## src/rtl/mul_seq_if.sv

```systemverilog
// Handshake bundle between the execute stage and the sequential multiplier.
// The master drives the operands and start; the slave returns busy/done/result.
interface mul_seq_if #(
  parameter int WIDTH = 32
);
  logic               start;
  logic               sign;
  logic [WIDTH-1:0]   a;
  logic [WIDTH-1:0]   b;
  logic               busy;
  logic               done;
  logic [2*WIDTH-1:0] result;

  modport master (
    output start, sign, a, b,
    input  busy, done, result
  );

  modport slave (
    input  start, sign, a, b,
    output busy, done, result
  );
endinterface

```

## src/rtl/mul_seq.sv

```systemverilog
// Sequential shift-add multiplier: one conditional add-and-shift per cycle,
// WIDTH iterations, 2*WIDTH-bit product returned with a start/done handshake.
// Optional feature macro: MUL_SIGNED_EN (honours the sign input by multiplying
// magnitudes and negating the product). Without it every operation is unsigned.
module mul_seq #(
  parameter int WIDTH = 32
) (
  input logic     clk,
  input logic     rst,
  mul_seq_if.slave bus
);

  localparam int CW = $clog2(WIDTH);

  typedef enum logic [1:0] {
    IDLE = 2'd0,
    BUSY = 2'd1,
    DONE = 2'd2
  } state_t;

  state_t             state_r;
  state_t             next_state_s;
  logic               busy_r;
  logic               done_r;
  logic               busy_nxt_s;
  logic               done_nxt_s;
  logic [2*WIDTH-1:0] result_r;
  logic [WIDTH-1:0]   mcand_r;
  logic [WIDTH-1:0]   mplier_r;
  logic [WIDTH:0]     acc_r;
  logic [CW-1:0]      count_r;

  logic [WIDTH-1:0]   addend_s;
  logic [WIDTH:0]     sum_s;
  logic [2*WIDTH-1:0] prod_s;
  logic [2*WIDTH-1:0] result_nxt_s;
  logic [WIDTH-1:0]   mag_a_s;
  logic [WIDTH-1:0]   mag_b_s;
  logic               last_s;
  logic               accept_s;

`ifdef MUL_SIGNED_EN
  logic               neg_r;
  logic               neg_s;
`endif

  assign bus.busy   = busy_r;
  assign bus.done   = done_r;
  assign bus.result = result_r;

  // Datapath combinational terms: operand magnitudes, adder, shifted product.
  always_comb begin
    accept_s = bus.start & (state_r != BUSY);
    last_s   = (count_r == CW'(WIDTH - 1));
    addend_s = mplier_r[0] ? mcand_r : {WIDTH{1'b0}};
    // acc never exceeds WIDTH bits before the add, so the carry lands in sum_s[WIDTH].
    sum_s    = acc_r + {1'b0, addend_s};
    // Product after this iteration's shift: {carry, sum, mplier} >> 1, low 2*WIDTH bits.
    prod_s   = {sum_s, mplier_r[WIDTH-1:1]};
`ifdef MUL_SIGNED_EN
    mag_a_s      = (bus.sign & bus.a[WIDTH-1]) ? -bus.a : bus.a;
    mag_b_s      = (bus.sign & bus.b[WIDTH-1]) ? -bus.b : bus.b;
    neg_s        = bus.sign & (bus.a[WIDTH-1] ^ bus.b[WIDTH-1]);
    result_nxt_s = neg_r ? -prod_s : prod_s;
`else
    mag_a_s      = bus.a;
    mag_b_s      = bus.b;
    result_nxt_s = prod_s;
`endif
  end

  // State register plus registered busy/done flags.
  always_ff @(posedge clk) begin
    if (rst) begin
      state_r <= IDLE;
      busy_r  <= 1'b0;
      done_r  <= 1'b0;
    end else begin
      state_r <= next_state_s;
      busy_r  <= busy_nxt_s;
      done_r  <= done_nxt_s;
    end
  end

  // Next-state decode; start is only looked at outside BUSY.
  always_comb begin
    next_state_s = state_r;
    case (state_r)
      IDLE:    next_state_s = bus.start ? BUSY : IDLE;
      BUSY:    next_state_s = last_s ? DONE : BUSY;
      DONE:    next_state_s = bus.start ? BUSY : IDLE;
      default: next_state_s = IDLE;
    endcase
  end

  // Output decode from the upcoming state so busy/done come straight from flops.
  always_comb begin
    busy_nxt_s = 1'b0;
    done_nxt_s = 1'b0;
    case (next_state_s)
      BUSY:    busy_nxt_s = 1'b1;
      DONE:    done_nxt_s = 1'b1;
      default: begin
        busy_nxt_s = 1'b0;
        done_nxt_s = 1'b0;
      end
    endcase
  end

  // Operand capture, shift-add iteration and result write-back.
  always_ff @(posedge clk) begin
    if (rst) begin
      result_r <= {(2*WIDTH){1'b0}};
      mcand_r  <= {WIDTH{1'b0}};
      mplier_r <= {WIDTH{1'b0}};
      acc_r    <= {(WIDTH+1){1'b0}};
      count_r  <= {CW{1'b0}};
`ifdef MUL_SIGNED_EN
      neg_r    <= 1'b0;
`endif
    end else if (accept_s) begin
      mcand_r  <= mag_a_s;
      mplier_r <= mag_b_s;
      acc_r    <= {(WIDTH+1){1'b0}};
      count_r  <= {CW{1'b0}};
`ifdef MUL_SIGNED_EN
      neg_r    <= neg_s;
`endif
    end else if (state_r == BUSY) begin
      acc_r    <= {1'b0, sum_s[WIDTH:1]};
      mplier_r <= {sum_s[0], mplier_r[WIDTH-1:1]};
      count_r  <= count_r + CW'(1);
      if (last_s) begin
        result_r <= result_nxt_s;
      end else begin
        result_r <= result_r;
      end
    end else begin
      result_r <= result_r;
    end
  end

endmodule
```

## src/flat_wrapper.sv

```systemverilog
// flat-port wrapper written by rule: the top's interface ports become plain ports
module mul_seq_flat 
#(
  parameter int WIDTH = 32
)
  (clk, rst, bus_start, bus_sign, bus_a, bus_b, bus_busy, bus_done, bus_result);
  mul_seq_if #(.WIDTH(WIDTH)) bus_i ();
  input logic clk;
  input logic rst;
  input wire logic [$bits(bus_i.start)-1:0] bus_start;
  input wire logic [$bits(bus_i.sign)-1:0] bus_sign;
  input wire logic [$bits(bus_i.a)-1:0] bus_a;
  input wire logic [$bits(bus_i.b)-1:0] bus_b;
  output wire logic [$bits(bus_i.busy)-1:0] bus_busy;
  output wire logic [$bits(bus_i.done)-1:0] bus_done;
  output wire logic [$bits(bus_i.result)-1:0] bus_result;
  assign bus_i.start = bus_start;
  assign bus_i.sign = bus_sign;
  assign bus_i.a = bus_a;
  assign bus_i.b = bus_b;
  assign bus_busy = bus_i.busy;
  assign bus_done = bus_i.done;
  assign bus_result = bus_i.result;
  mul_seq #(.WIDTH(WIDTH)) u_core (.clk(clk), .rst(rst), .bus(bus_i));
endmodule
```

## config.mk

```make
export PLATFORM = sky130hd
export DESIGN_NAME = mul_seq_flat
export DESIGN_NICKNAME = d
export VERILOG_FILES = /design/src/rtl/mul_seq_if.sv /design/src/rtl/mul_seq.sv /design/src/flat_wrapper.sv
export SDC_FILE = /design/constraint.sdc
export NUM_CORES = 1
export LEC_CHECK = 0
export BUFFER_PORTS_ARGS = -buffer_cell sky130_fd_sc_hd__buf_2
export CAP_MARGIN = 20
export CELL_PAD_IN_SITES_DETAIL_PLACEMENT = 0
export CELL_PAD_IN_SITES_GLOBAL_PLACEMENT = 1
export CORE_ASPECT_RATIO = 0.9
export CORE_UTILIZATION = 45
export CTS_BUF_LIST = sky130_fd_sc_hd__clkbuf_4 sky130_fd_sc_hd__clkbuf_8 sky130_fd_sc_hd__clkbuf_16
export DETAILED_ROUTE_END_ITERATION = 10
export PLACE_DENSITY = 0.86
export SYNTH_ARGS = -nofsm -noshare
export SYNTH_HDL_FRONTEND = slang
export SYNTH_SLANG_ARGS = --single-unit
```

## constraint.sdc

```tcl
create_clock -name clk -period 7.7 [get_ports clk]
set_input_delay 0.385 -clock clk [delete_from_list [all_inputs] [get_ports clk]]
set_output_delay 0.385 -clock clk [all_outputs]
set_load 0.01 [all_outputs]
```

==> metrics.txt <==
Clk Latency, worst-skew pair 430 ps; mean routed wirelength per cell 14.5 um; Critical Path Start Type flip-flop; starting density of the core 46.5%; Routed WL 19.4 mm; YS warnings 0; Layout Utilization 54.4%; Clock Path Buffers 2; crit share post-route 43.3%; # DRC 0; CTS tree done; die area 18200 um^2; clk sinks 169; Num CTS Buffers 17; DPL Wire Length 12.7 mm; top fanout value on the critical path 33; Arrival @ worst endpoint 3670 ps; synth unique cells 60; number of fill cells 1710; Setup Buffers After CTS 0; Final setup viols 0; DR pass1 iterations 6; post-cts sizing count 0; Final Hold Vio Count 0; layout cell share with drive strength beyond 1 16.9%; Core Footprint 17100 um^2; die height 128 um; Final ANT Viol Nets 0; Final Slew Violations 0; Worst-path clk slew 70 ps; post-synthesis sequential area ratio 42.6%; layout net count 1189; first-pass GRT wire length 31.7 mm; Syn Nets 1097; Slew @ Worst Pin 1060 ps; DR vias/cell 5.21; GRT Util Overall 21.9%; vias in the first global route 6242; Port Buffers 132; grt total ovfl 0; RSZ-0062 raised after global routing no; EDFF count, synth 0; fmax 0.300 GHz; Mapped Area 7940 um^2; Cells after Synth 994; critical path type flip-flop to flip-flop; vias 6950; Post-synth top flop dfxtp_1; Seq cells post-synth 169; P_leak 0.00403 uW; power per cell area 207 nW/um^2; worst hold path type input pin to flip-flop; clk root buf clkbuf_16; post-route setup TNS 0 ps; Slew Limit Headroom 29.5%; CP Data Required Time 8040 ps; clk_skew 8.12 ps; Top Ports 134; ys async rst share 0%; initial antenna violation count 2; VDD IR max 163 uV; DP Worst Slack 4380 ps; status finished clean; Rows 45; H-tree depth 4; Mapped Avg Cell Area 7.99 um^2; largest net degree at the start of global routing 100; Critical Path Sink Type flip-flop; Area growth, synth to finish 16.8%; Max-Cap Viols 0; GPL Wtd Cong 0.818; Tmin final 3330 ps; Iteration-0 DRC Markers 466; die extent in x 142 um; final setup margin 4370 ps; Post-CTS Hold Buffers 0
==> per-layer routing <==
metal / track usage, % / up-vias / share of wire (%)
met5: 0 / - / 0.062
met4: 7.91 / 2 / 1.7
met3: 3.66 / 25 / 4.0
met2: 33.5 / 140 / 44
met1: 31.0 / 3202 / 50
li1: - / 3581 / -
==> report_power, final <==
| part | total, uW | internal [uW] | switching, uW | leakage, uW |
|---|---|---|---|---|
| Combinational | 151 | 55.6 | 95.2 | 0.00238 |
| Sequential | 923 | 904 | 19.2 | 0.00137 |
| Clock | 848 | 458 | 390 | 0.000277 |
| Total | 1920 | 1420 | 504 | 0.00403 |
==> registers in the layout, summed over array words and instances (netlist names) <==
name,count
u_core.acc_r,32
u_core.bus.busy,1
u_core.bus.done,1
u_core.bus.result,64
u_core.count_r,5
u_core.mcand_r,32
u_core.mplier_r,32
u_core.state_r,2
==> logic make-up after synthesis <==
family          after synthesis  synth area share (%)
fa+ha+maj                    35                  5.61
xor+xnor                     31                  3.42
compound gates              251                  19.1
flops                       169                  42.6
mux                          34                  4.29
buf+inv                      78                  4.11
simple gates                396                  20.9
==> per-stage QoR <==
step	hold WS, ps	area [um^2]	cells	total power, uW
floorplan	432	7940	994	1040
global placement	438	8690	1302	1090
detailed placement	443	8690	1302	1090
CTS	172	9270	1334	1940
global route	180	9280	1335	2000
finish	181	9280	1335	1920
==> cell usage in the layout, fill, tap and decap left out, drive strengths merged, types with 2 or more instances in the layout <==
master / n
a21oi: 152
and3: 4
nand3: 10
o21ai: 22
nor2: 72
dfxtp: 169
a21o: 4
clkinvlp: 3
o31ai: 3
a31oi: 3
xnor2: 12
nand2: 253
mux2i: 34
a211oi: 41
clkinv: 3
o21a: 4
inv: 18
nand4: 7
a32oi: 2
nor3: 4
o211ai: 2
and2: 34
nand2b: 3
buf: 141
o22ai: 2
xor2: 19
ha: 34
nor2b: 3
o21bai: 3
clkbuf: 17
nor3b: 2
==> worst paths after layout <==
kind | from | end | slack [ps] | depth (start not counted)
worst max-delay path | u_core.mplier_r[0] | u_core.acc_r[11] | 4370 | 12
worst min-delay path | bus_a[2] | u_core.mcand_r[2] | 180 | 3
worst max register to register | u_core.mplier_r[0] | u_core.acc_r[11] | 4370 | 12
worst min register to register | u_core.mcand_r[14] | u_core.mcand_r[14] | 450 | 2
==> synth_stat cells, drive strengths merged (2+ instances only) <==
cell type | count | area share (%)
o21bai | 3 | 0.28
a21o | 4 | 0.38
a211oi | 41 | 3.9
a32oi | 2 | 0.22
o22ai | 2 | 0.16
dfxtp | 169 | 43
a21oi | 152 | 9.6
o211ai | 2 | 0.25
and3 | 4 | 0.33
nor2b | 3 | 0.24
and2 | 34 | 2.7
o21a | 4 | 0.38
mux2i | 34 | 4.3
o31ai | 3 | 0.35
xor2 | 19 | 2.1
nand3 | 10 | 0.63
a31oi | 3 | 0.24
nand4 | 7 | 0.63
nand2 | 253 | 12
ha | 34 | 5.4
clkbuf | 52 | 2.5
nor2 | 72 | 3.4
nor3b | 2 | 0.19
xnor2 | 12 | 1.3
nor3 | 4 | 0.25
buf | 14 | 0.84
o21ai | 22 | 1.4
inv | 10 | 0.47
nand2b | 3 | 0.24
==> worst max-delay path: stages, from the launching register on <==
cell      delay [ps]
dfxtp_1          300
buf_4            220
and2_1           180
ha_1             200
fa_1             410
a21o_1           210
a221o_2          400
a21oi_1          210
o21ai_0          210
a211oi_1         360
nor2_1            90
xnor2_1          170
a211oi_1         270
==> layout make-up <==
type                    instances  area [um^2]  share of cell area (%)
repair buffers                141          731                    7.88
diodes                          1         2.50                  0.0270
flip-flops and latches        169         3380                    36.5
multi-input cells             747         4240                    45.8
inverters                      10         37.5                   0.405
clock inverters                15          159                    1.71
well taps                     235          294                    3.17
clock buffers                  17          425                    4.59
Note: power is estimated with default switching activity, not from simulation.
